==> config.mk <==
export PLATFORM = sky130hd
export DESIGN_NAME = mips_load_store_unit_flat
export DESIGN_NICKNAME = d
export VERILOG_FILES = /design/src/rtl/mips_lsu_pkg.sv /design/src/rtl/mips_load_store_unit_if.sv /design/src/rtl/mips_lsu_lane.sv /design/src/rtl/mips_load_store_unit.sv /design/src/flat_wrapper.sv
export SDC_FILE = /design/constraint.sdc
export NUM_CORES = 1
export LEC_CHECK = 0
export CAP_MARGIN = 15
export CORE_AREA = 2 2 126 128
export DETAILED_ROUTE_END_ITERATION = 8
export DIE_AREA = 0 0 128 130
export PLACE_DENSITY = 0.76
export SLEW_MARGIN = 10
export SYNTH_ARGS = -nofsm -noshare
export SYNTH_HDL_FRONTEND = slang
export SYNTH_SLANG_ARGS = --single-unit
==> constraint.sdc <==
create_clock -name clk -period 4.6 [get_ports clk]
set_input_delay 0.69 -clock clk [delete_from_list [all_inputs] [get_ports clk]]
set_output_delay 0.69 -clock clk [all_outputs]
set_load 0.02 [all_outputs]
==> src/rtl/mips_lsu_pkg.sv <==
// Shared types for the MIPS load/store unit: access-op encoding, FSM states
// and small decode helpers used by the top and the lane datapath.
package mips_lsu_pkg;

    typedef enum logic [2:0] {
        LW  = 3'd0,
        LH  = 3'd1,
        LHU = 3'd2,
        LB  = 3'd3,
        LBU = 3'd4,
        SW  = 3'd5,
        SH  = 3'd6,
        SB  = 3'd7
    } lsu_op_e;

    typedef enum logic [1:0] {
        IDLE  = 2'd0,
        READ  = 2'd1,
        WRITE = 2'd2,
        RESP  = 2'd3
    } lsu_state_e;

    function automatic logic op_is_load(lsu_op_e op);
        return op inside {LW, LH, LHU, LB, LBU};
    endfunction

    function automatic logic op_is_legal(lsu_op_e op);
        case (op)
            LW, LH, LHU, LB, LBU, SW, SH, SB: return 1'b1;
            default:                          return 1'b0;
        endcase
    endfunction

    function automatic logic op_misaligned(lsu_op_e op, logic [1:0] off);
        if (op inside {LH, LHU, SH}) return off[0];
        if (op inside {LW, SW})      return off != 2'b00;
        return 1'b0;
    endfunction

    // Clears the low offset bits a misaligned halfword/word access would use.
    function automatic logic [1:0] op_align_off(lsu_op_e op, logic [1:0] off);
        if (op inside {LH, LHU, SH}) return {off[1], 1'b0};
        if (op inside {LW, SW})      return 2'b00;
        return off;
    endfunction

endpackage

==> src/rtl/mips_load_store_unit_if.sv <==
// Request/response handshake plus data-memory port of the load/store unit.
// The LSU uses the slave modport; the requester/memory side uses master.
interface mips_load_store_unit_if;
    logic        req_valid;
    logic        req_ready;
    logic [2:0]  req_op;
    logic [31:0] req_addr;
    logic [31:0] req_wdata;
    logic        resp_valid;
    logic        resp_ready;
    logic [31:0] resp_rdata;
    logic        resp_err;
    logic [31:0] address;
    logic [31:0] write_data;
    logic        signal_mem_read;
    logic        signal_mem_write;
    logic [31:0] read_data;

    modport slave (
        input  req_valid, req_op, req_addr, req_wdata, resp_ready, read_data,
        output req_ready, resp_valid, resp_rdata, resp_err,
               address, write_data, signal_mem_read, signal_mem_write
    );

    modport master (
        output req_valid, req_op, req_addr, req_wdata, resp_ready, read_data,
        input  req_ready, resp_valid, resp_rdata, resp_err,
               address, write_data, signal_mem_read, signal_mem_write
    );
endinterface

==> src/rtl/mips_lsu_lane.sv <==
// Combinational byte-lane datapath: extracts/extends load data from a memory
// word and merges store data into it (little-endian lanes).
module mips_lsu_lane
    import mips_lsu_pkg::*;
(
    input  lsu_op_e     op_i,
    input  logic [1:0]  off_i,
    input  logic [31:0] word_i,
    input  logic [31:0] wdata_i,
    output logic [31:0] load_o,
    output logic [31:0] store_o
);
    logic [7:0]  byte_sel;
    logic [15:0] half_sel;

    always_comb begin
        byte_sel = word_i[{off_i, 3'b000} +: 8];
        half_sel = off_i[1] ? word_i[31:16] : word_i[15:0];

        case (op_i)
            LW:      load_o = word_i;
            LH:      load_o = {{16{half_sel[15]}}, half_sel};
            LHU:     load_o = {16'h0, half_sel};
            LB:      load_o = {{24{byte_sel[7]}}, byte_sel};
            LBU:     load_o = {24'h0, byte_sel};
            default: load_o = 32'h0;
        endcase

        // Untouched lanes keep the word read back during the RMW.
        store_o = word_i;
        case (op_i)
            SW: store_o = wdata_i;
            SH: begin
                if (off_i[1]) store_o[31:16] = wdata_i[15:0];
                else          store_o[15:0]  = wdata_i[15:0];
            end
            SB:      store_o[{off_i, 3'b000} +: 8] = wdata_i[7:0];
            default: store_o = word_i;
        endcase
    end
endmodule

==> src/rtl/mips_load_store_unit.sv <==
// MIPS load/store unit: one request at a time, sub-word stores via read-modify-write.
// Define MIPS_LSU_MISALIGN_TRAP_EN to fault misaligned halfword/word accesses.
module mips_load_store_unit
    import mips_lsu_pkg::*;
#(
    parameter int MEM_WORD_BITS = 8
) (
    input  logic                   clk,
    input  logic                   rst_n,
    mips_load_store_unit_if.slave  bus
);
    localparam int AW = MEM_WORD_BITS + 2;

    lsu_state_e     state_q, state_d;
    lsu_op_e        op_q, op_d, req_op;
    logic [AW-1:0]  addr_q, addr_d, req_addr;
    logic [31:0]    wdata_q, wdata_d;
    logic [31:0]    word_q, word_d;
    logic [31:0]    rdata_q, rdata_d;
    logic           err_q, err_d;

    logic           out_of_range, req_fault;
    logic [31:0]    lane_word, load_data, store_word;
    logic           req_ready, mem_rd, mem_wr;
    logic [31:0]    wr_data;

    assign req_op       = lsu_op_e'(bus.req_op);
    assign out_of_range = (bus.req_addr >> AW) != 32'd0;

`ifdef MIPS_LSU_MISALIGN_TRAP_EN
    assign req_fault = out_of_range || !op_is_legal(req_op)
                    || op_misaligned(req_op, bus.req_addr[1:0]);
    assign req_addr  = bus.req_addr[AW-1:0];
`else
    assign req_fault = out_of_range || !op_is_legal(req_op);
    assign req_addr  = {bus.req_addr[AW-1:2], op_align_off(req_op, bus.req_addr[1:0])};
`endif

    // In READ the lane works on the live memory word; in WRITE on the captured one.
    assign lane_word = (state_q == READ) ? bus.read_data : word_q;

    mips_lsu_lane u_lane (
        .op_i    (op_q),
        .off_i   (addr_q[1:0]),
        .word_i  (lane_word),
        .wdata_i (wdata_q),
        .load_o  (load_data),
        .store_o (store_word)
    );

    always_ff @(posedge clk or negedge rst_n) begin
        if (!rst_n) begin
            state_q <= IDLE;
            op_q    <= LW;
            addr_q  <= '0;
            wdata_q <= '0;
            word_q  <= '0;
            rdata_q <= '0;
            err_q   <= 1'b0;
        end else begin
            state_q <= state_d;
            op_q    <= op_d;
            addr_q  <= addr_d;
            wdata_q <= wdata_d;
            word_q  <= word_d;
            rdata_q <= rdata_d;
            err_q   <= err_d;
        end
    end

    always_comb begin
        state_d   = state_q;
        op_d      = op_q;
        addr_d    = addr_q;
        wdata_d   = wdata_q;
        word_d    = word_q;
        rdata_d   = rdata_q;
        err_d     = err_q;
        req_ready = 1'b0;
        mem_rd    = 1'b0;
        mem_wr    = 1'b0;
        wr_data   = 32'h0;

        case (state_q)
            IDLE: begin
                req_ready = 1'b1;
                if (bus.req_valid) begin
                    op_d    = req_op;
                    addr_d  = req_addr;
                    wdata_d = bus.req_wdata;
                    rdata_d = 32'h0;
                    err_d   = 1'b0;
                    if (req_fault) begin
                        err_d   = 1'b1;
                        state_d = RESP;
                    end else if (req_op == SW) begin
                        state_d = WRITE;
                    end else begin
                        state_d = READ;
                    end
                end
            end
            READ: begin
                mem_rd = 1'b1;
                if (op_is_load(op_q)) begin
                    rdata_d = load_data;
                    state_d = RESP;
                end else begin
                    word_d  = bus.read_data;
                    state_d = WRITE;
                end
            end
            WRITE: begin
                mem_wr  = 1'b1;
                wr_data = store_word;
                state_d = RESP;
            end
            RESP: begin
                if (bus.resp_ready) state_d = IDLE;
            end
            default: state_d = IDLE;
        endcase
    end

    assign bus.req_ready        = req_ready;
    assign bus.resp_valid       = (state_q == RESP);
    assign bus.resp_rdata       = rdata_q;
    assign bus.resp_err         = err_q;
    assign bus.address          = 32'(addr_q[AW-1:2]);
    assign bus.write_data       = wr_data;
    assign bus.signal_mem_read  = mem_rd;
    assign bus.signal_mem_write = mem_wr;

endmodule

==> src/flat_wrapper.sv <==
// flat-port wrapper written by rule: the top's interface ports become plain ports
module mips_load_store_unit_flat import mips_lsu_pkg::*;
#(
    parameter int MEM_WORD_BITS = 8
)
  (clk, rst_n, bus_req_valid, bus_req_op, bus_req_addr, bus_req_wdata, bus_resp_ready, bus_read_data, bus_req_ready, bus_resp_valid, bus_resp_rdata, bus_resp_err, bus_address, bus_write_data, bus_signal_mem_read, bus_signal_mem_write);
  mips_load_store_unit_if bus_i ();
  input  logic clk;
  input  logic rst_n;
  input wire logic [$bits(bus_i.req_valid)-1:0] bus_req_valid;
  input wire logic [$bits(bus_i.req_op)-1:0] bus_req_op;
  input wire logic [$bits(bus_i.req_addr)-1:0] bus_req_addr;
  input wire logic [$bits(bus_i.req_wdata)-1:0] bus_req_wdata;
  input wire logic [$bits(bus_i.resp_ready)-1:0] bus_resp_ready;
  input wire logic [$bits(bus_i.read_data)-1:0] bus_read_data;
  output wire logic [$bits(bus_i.req_ready)-1:0] bus_req_ready;
  output wire logic [$bits(bus_i.resp_valid)-1:0] bus_resp_valid;
  output wire logic [$bits(bus_i.resp_rdata)-1:0] bus_resp_rdata;
  output wire logic [$bits(bus_i.resp_err)-1:0] bus_resp_err;
  output wire logic [$bits(bus_i.address)-1:0] bus_address;
  output wire logic [$bits(bus_i.write_data)-1:0] bus_write_data;
  output wire logic [$bits(bus_i.signal_mem_read)-1:0] bus_signal_mem_read;
  output wire logic [$bits(bus_i.signal_mem_write)-1:0] bus_signal_mem_write;
  assign bus_i.req_valid = bus_req_valid;
  assign bus_i.req_op = bus_req_op;
  assign bus_i.req_addr = bus_req_addr;
  assign bus_i.req_wdata = bus_req_wdata;
  assign bus_i.resp_ready = bus_resp_ready;
  assign bus_i.read_data = bus_read_data;
  assign bus_req_ready = bus_i.req_ready;
  assign bus_resp_valid = bus_i.resp_valid;
  assign bus_resp_rdata = bus_i.resp_rdata;
  assign bus_resp_err = bus_i.resp_err;
  assign bus_address = bus_i.address;
  assign bus_write_data = bus_i.write_data;
  assign bus_signal_mem_read = bus_i.signal_mem_read;
  assign bus_signal_mem_write = bus_i.signal_mem_write;
  mips_load_store_unit #(.MEM_WORD_BITS(MEM_WORD_BITS)) u_core (.clk(clk), .rst_n(rst_n), .bus(bus_i));
endmodule
==> results of run 1 <==
-- cell usage in the layout (no fill, tap or decap), types with 4 or more instances in the layout --
cell type,count
sky130_fd_sc_hd__a2111oi_0,7
sky130_fd_sc_hd__a211o_1,6
sky130_fd_sc_hd__a211o_2,10
sky130_fd_sc_hd__a21o_1,10
sky130_fd_sc_hd__a21oi_1,25
sky130_fd_sc_hd__a221o_1,17
sky130_fd_sc_hd__a22o_1,9
sky130_fd_sc_hd__a22oi_1,20
sky130_fd_sc_hd__and2_1,8
sky130_fd_sc_hd__and3_1,8
sky130_fd_sc_hd__buf_4,17
sky130_fd_sc_hd__clkbuf_16,9
sky130_fd_sc_hd__clkdlybuf4s50_1,178
sky130_fd_sc_hd__conb_1,24
sky130_fd_sc_hd__dfrtp_1,112
sky130_fd_sc_hd__ha_1,8
sky130_fd_sc_hd__inv_1,11
sky130_fd_sc_hd__mux2_2,81
sky130_fd_sc_hd__mux2i_1,33
sky130_fd_sc_hd__nand2_1,27
sky130_fd_sc_hd__nand2b_1,4
sky130_fd_sc_hd__nor2_1,20
sky130_fd_sc_hd__nor3_1,18
sky130_fd_sc_hd__nor4_1,6
sky130_fd_sc_hd__o21a_1,9
sky130_fd_sc_hd__o21ai_0,17
sky130_fd_sc_hd__o22a_1,7
sky130_fd_sc_hd__o22ai_1,24
-- worst paths after layout --
path,from,to,depth (start not counted)
setup / recovery,u_core.addr_q[1],bus_write_data[5],8
hold / removal,rst_n,u_core.wdata_q[31],1
setup reg to reg,u_core.state_q[1],u_core.bus.resp_rdata[15],6
hold reg to reg,u_core.bus.resp_err,u_core.bus.resp_err,2
max in group asynchronous,rst_n,u_core.word_q[12],2
min in group clk,u_core.bus.resp_err,u_core.bus.resp_err,2
-- worst max-delay path, delay by kind of cell, from the launching register on --
family / cells / cell delay (ns)
and+or+nand+nor: 2 / 0.32
buffers and inverters: 3 / 0.92
DFF: 1 / 0.78
AOI/OAI and AO/OA: 2 / 0.99
adders and majority gates: 1 / 0.32
-- metrics by stage --
step / total power, W / worst slack (ns) / hold slack, ns / instances
2_1_floorplan: 0.00439 / 1.52 / 0.394 / 647
3_3_place_gp: 0.00571 / 0.782 / 0.464 / 953
3_5_place_dp: 0.00583 / 0.705 / 0.470 / 953
4_1_cts: 0.00667 / 0.313 / 0.129 / 968
5_1_grt: 0.00705 / 0.0589 / 0.125 / 968
6_report: 0.00673 / 0.202 / 0.128 / 968
-- cells by family after synthesis --
logic type      after synthesis  synth area share
compound gates              179             0.200
mux                         116             0.192
flops                       112             0.418
simple gates                112            0.0896
buf+inv                      93            0.0801
fa+ha+maj                     9            0.0168
xor+xnor                      2           0.00261
other cells                   1          0.000559
-- power breakdown --
| group | switching, W | internal, W |
|---|---|---|
| Combinational | 0.00215 | 0.00181 |
| Clock | 0.000362 | 0.000472 |
| Sequential | 0.000464 | 0.00147 |
| Total | 0.00298 | 0.00375 |
-- state kept, by name, summed over array words and instances, names as in the netlist --
name                   count
u_core.word_q             32
u_core.wdata_q            32
u_core.bus.resp_err        1
u_core.state_q             2
u_core.addr_q             10
u_core.op_q                3
u_core.bus.resp_rdata     32
-- area by class of cell --
type                    instances  area (um^2)
well taps                     192          240
clock buffers                   9          225
clock inverters                 6         85.1
flip-flops and latches        112         2800
fillers                      1275         6660
multi-input cells             442         3460
repair buffers                195         1910
inverters                      12         45.0
-- routing by layer --
layer | vias up | share of wire
met5 | - | 0
met4 | 0 | 0.030
met3 | 57 | 0.089
li1 | 2588 | -
met2 | 357 | 0.47
met1 | 2900 | 0.41
==> implementation parameters, run 1 <==
Parameter                              Value

Route
  Number of routed nets with antenna violations ... 0
  Starting DRT DRC Count ... 651
  Via count normalized by instance count ... 6.10
  Number of iterations in the first detailed-routing pass ... 6
  Avg WL per Cell ... 21.6 um
  Total Routed Length ... 20,900 um
  Remaining design rule violation count ... 0
  Total via count after detailed routing ... 5,902

Synthesis
  Number of flip-flops and latches in the synthesized netlist ... 112
  Synth top area share ... 0.418
  Most common cell in the netlist ... sky130_fd_sc_hd__dfrtp_1
  Share of flip-flops with an asynchronous set or reset ... 1.00
  EDFF count, synth ... 0
  Gate count after technology mapping ... 624
  Library cell with the largest summed area after synthesis ... sky130_fd_sc_hd__dfrtp_1
  Total standard cell area after synthesis ... 6700 um^2
  Most used standard cells in the synthesized netlist ... sky130_fd_sc_hd__dfrtp_1, sky130_fd_sc_hd__mux2_2, sky130_fd_sc_hd__buf_4
  Warning count from the yosys run ... 0
  Number of distinct library cell variants in the gate-level netlist after synthesis ... 59
  Largest cells by area after synthesis ... sky130_fd_sc_hd__dfrtp_1, sky130_fd_sc_hd__mux2_2, sky130_fd_sc_hd__mux2i_1, sky130_fd_sc_hd__buf_4, sky130_fd_sc_hd__a221o_1
  Mean area per synthesized cell ... 10.7 um^2
  Portion of the post-synthesis area used by sequential elements ... 0.418
  Primary FF master, synth ... sky130_fd_sc_hd__dfrtp_1

Placed design
  Placer Congestion ... 0.938
  Number of buffers inserted by port buffering ... 179
  DP Wirelength ... 15,600 um
  Cell area reported after detailed placement ... 8460 um^2

STA
  Total setup violations reported at the end of the flow ... 0
  Number of hold-slack violations in the final timing report ... 0
  Post-route fraction of the period consumed by the critical path ... 0.956
  Number of max-slew violations in the final report ... 0
  Slew headroom ... 0.250
  Minimum clock period ... 4.40 ns
  Transition time at the pin with the least slew margin ... 1.12 ns
  Maximum frequency from static timing analysis ... 0.227 GHz
  Setup_tns ... 0 ns
  Worst clock skew on the final layout ... 0.00722 ns
  Setup repair after global routing missed its margin ... no

Cells and area
  Post-Route Utilization ... 0.568
  Synthesis-to-finish area growth ... 30.8%
  Share of final-layout standard cells stronger than drive strength 1 ... 0.175
  Final Instance Area ... 8770 um^2
  Number of diodes added for antenna fixing ... 0
  Final nets ... 884

Clocking
  Post-CTS setup buffers ... 0
  # clock sinks ... 112
  Maximum buffer depth of the clock tree ... 2
  CTS clock-pin slew for the worst setup and hold paths ... 0.08 ns
  Worst-skew pair later-pin latency ... 0.36 ns
  Buffer type at the clock tree root ... sky130_fd_sc_hd__clkbuf_16
  CTS tree ... done
  CTS hold repair buffers ... 0
  Clock buffer count from CTS ... 9
  Level count of the clock H-tree ... 3
  Count of instances resized after the clock tree is built ... 0

Setup path
  Max stage delay cell, worst path ... sky130_fd_sc_hd__dfrtp_1
  Maximum fanout along the worst path ... 20
  Reg-to-reg slack, setup ... 1.49 ns
  Worst path required time ... 3.91 ns
  Arrival time of the worst setup path ... 3.71 ns
  Peak per-stage delay on the critical path ... 0.78 ns
  Critical path, cell by cell ... clkinv_1 > buf_4 > ha_1 > and4b_1 > a311oi_2 > nor2_1 > o21a_1 > clkdlybuf4s50_1
  Critical Path Start Type ... flip-flop
  Critical path start-end classification ... reg2out
  Kind of capture point of the worst setup path ... output port

Die
  # IOs ... 204
  Area enclosed by the die boundary ... 16,600 um^2
  Core area ... 15,400 um^2
  Overall die height ... 130 um
  Die outline width ... 128 um
  Starting density of the core ... 0.435
  FP Rows ... 46

Global routing
  Busiest layer in global routing ... met2
  Grt ovf ... 0
  Total Routing Usage GR ... 0.249
  Antenna violations before repair ... 0
  Number of global-route vias before repair ... 5,746
  Met3 capacity usage during global routing ... 0.0533
  Met1 usage ... 0.349
  Wire length of the first global-routing pass ... 32,000 um
  Routing usage on met2 ... 0.385
  Maximum number of pins on one net before global-route repair ... 58

Run status
  Outcome ... finished clean

Power and ir drop
  Maximum resistive drop on vdd ... 0.367 mV
  Power density cells ... 767 nW/um^2
  Pleak ... 3.61 nW

Min path
  Min-delay worst type ... in2async

Run
  Max Cap Viol ... 0
No activity file was read; power rests on OpenSTA's default activity.
==> run 2: changes to the inputs <==
CELL_PAD_IN_SITES_DETAIL_PLACEMENT = 1   (was unset)
CELL_PAD_IN_SITES_GLOBAL_PLACEMENT = 2   (was unset)
CORE_AREA = 2 2 148 150   (was 2 2 126 128)
DIE_AREA = 0 0 150 152   (was 0 0 128 130)
PLACE_DENSITY = unset   (was 0.76)
PLACE_DENSITY_LB_ADDON = 0.1   (was unset)
==> run 2 against run 1 <==
  * Clock-buffer cell count stayed put
  * Non-clock buffer count increased by 3
  * Final cell count up 9.5%
  * Maximum frequency increased by 7.0%
  * Largest cell class unchanged
  * Largest power group unchanged
==> implementation parameters, run 2 (synthesized netlist as in run 1, its figures left out) <==
Parameter                              Value

Die
  Area enclosed by the die boundary ... 22,800 um^2
  Die outline width ... 150 um
  Starting density of the core ... 0.314
  # IOs ... 204
  Overall die height ... 152 um
  Core area ... 21,400 um^2
  FP Rows ... 54

Cells and area
  Number of diodes added for antenna fixing ... 0
  Post-Route Utilization ... 0.415
  Final nets ... 887
  Filler Cell Count ... 2,353
  Synthesis-to-finish area growth ... 32.3%
  Post-route insts no fill ... 1,060
  Top library cells by usage in the layout, fill and taps aside ... sky130_fd_sc_hd__clkdlybuf4s50_1, sky130_fd_sc_hd__dfrtp_1, sky130_fd_sc_hd__mux2_2
  Most common library cell in the layout ignoring fill and taps ... sky130_fd_sc_hd__clkdlybuf4s50_1
  Share of final-layout standard cells stronger than drive strength 1 ... 0.179

Setup path
  Kind of capture point of the worst setup path ... output port
  Cell count of the worst reg-to-reg path ... 6
  Launch instance of the worst register-to-register path ... u_core.state_q[1]
  Critical path start-end classification ... reg2out
  Critical Path Start Type ... flip-flop
  Arrival time of the worst setup path ... 3.42 ns
  Worst path required time ... 3.91 ns
  Crit path launch ... u_core.addr_q[0]
  Maximum fanout along the worst path ... 11

Clocking
  # clock sinks ... 112
  CTS clock-pin slew for the worst setup and hold paths ... 0.08 ns
  CTS hold repair buffers ... 0
  Clock buffer count from CTS ... 9
  Worst-skew pair later-pin latency ... 0.36 ns
  Buffer type at the clock tree root ... sky130_fd_sc_hd__clkbuf_16
  Count of instances resized after the clock tree is built ... 0
  Post-CTS setup buffers ... 0
  CTS tree ... done
  Level count of the clock H-tree ... 3
  Maximum buffer depth of the clock tree ... 2

STA
  Number of hold-slack violations in the final timing report ... 0
  Post-route fraction of the period consumed by the critical path ... 0.894
  Slew headroom ... 0.231
  Transition time at the pin with the least slew margin ... 1.15 ns
  Worst clock skew on the final layout ... 0.00954 ns
  Maximum frequency from static timing analysis ... 0.243 GHz
  Number of max-slew violations in the final report ... 0
  Setup_tns ... 0 ns
  Minimum clock period ... 4.11 ns
  Worst Hold Margin ... 0.470 ns
  Setup repair after global routing missed its margin ... no
  Slack of the critical path ... 0.490 ns
  Total setup violations reported at the end of the flow ... 0

Route
  Remaining design rule violation count ... 0
  Starting DRT DRC Count ... 321
  Number of routed nets with antenna violations ... 0
  Via count normalized by instance count ... 5.38
  Avg WL per Cell ... 22.4 um
  Number of iterations in the first detailed-routing pass ... 4
  Total Routed Length ... 23,800 um
  Total via count after detailed routing ... 5,700

Run status
  Outcome ... finished clean

Power and ir drop
  Pleak ... 3.62 nW
  Power density cells ... 762 nW/um^2
  Maximum resistive drop on vdd ... 0.244 mV

Global routing
  Total Routing Usage GR ... 0.211
  Grt ovf ... 0
  Maximum number of pins on one net before global-route repair ... 74
  Wire length of the first global-routing pass ... 36,900 um
  Number of global-route vias before repair ... 6,066
  Antenna violations before repair ... 0

Placed design
  Worst slack after detailed placement ... 0.880 ns
  Placer Congestion ... 0.776
  DP Wirelength ... 17,700 um
  DP Cell Count ... 1,044
  Number of buffers inserted by port buffering ... 179

Run
  Max Cap Viol ... 0

Min path
  Min-delay worst type ... in2async
[run 2: cell types whose count changed in the layout (fill, tap and decap cells not counted), sizes merged]
cell	change
clkinvlp	-1
bufinv	-2
clkinv	+2
buf	+3
inv	+2
[run 2: through the flow]
step	cell area, um^2	power [W]
after global routing	8870	0.00721
final	8870	0.00676
after global placement	8590	0.00592
after CTS	8870	0.00679
after detailed placement	8590	0.00600
after floorplan	6790	0.00439
[run 2: cell type report]
| class | instances | area [um^2] | share of cell area |
|---|---|---|---|
| multi-input cells | 442 | 3460 | 0.390 |
| flip-flops and latches | 112 | 2800 | 0.316 |
| repair buffers | 198 | 1930 | 0.218 |
| well taps | 280 | 350 | 0.0395 |
| clock buffers | 9 | 225 | 0.0254 |
| clock inverters | 7 | 55.1 | 0.00621 |
| inverters | 12 | 45.0 | 0.00508 |
[run 2: path summary, 6_finish.rpt]
kind / end / slack, ns
min: u_core.word_q[14] / 0.47
max in group asynchronous: u_core.wdata_q[2] / 3.00
min in group clk: u_core.bus.resp_rdata[18] / 0.50
max: bus_write_data[5] / 0.49
min reg2reg: u_core.bus.resp_rdata[18] / 0.50
max reg2reg: u_core.bus.resp_rdata[23] / 1.38
[run 2: report_power, final]
group	internal (W)	total, W	leakage, nW	switching (W)
clock network	0.000375	0.000774	0.138	0.000399
registers	0.00147	0.00191	1.37	0.000447
logic	0.00183	0.00407	2.11	0.00224
[run 2: per-layer routing]
metal,GRT usage,vias to the layer above,wire length (um)
li1,-,2590,-
met1,0.304,2892,11200
met2,0.328,204,10800
met3,0.0489,14,1600
met4,0.0346,0,150
met5,0,-,0
[run 2: critical path, cell delays in order, from the launching register on]
cell and delay [ns]:
sky130_fd_sc_hd__dfrtp_1 0.58, sky130_fd_sc_hd__inv_1 0.24, sky130_fd_sc_hd__ha_1 0.36, sky130_fd_sc_hd__and4b_1 0.22, sky130_fd_sc_hd__a311oi_2 0.76, sky130_fd_sc_hd__nor2_1 0.13
sky130_fd_sc_hd__o21a_1 0.22, sky130_fd_sc_hd__clkdlybuf4s50_1 0.55
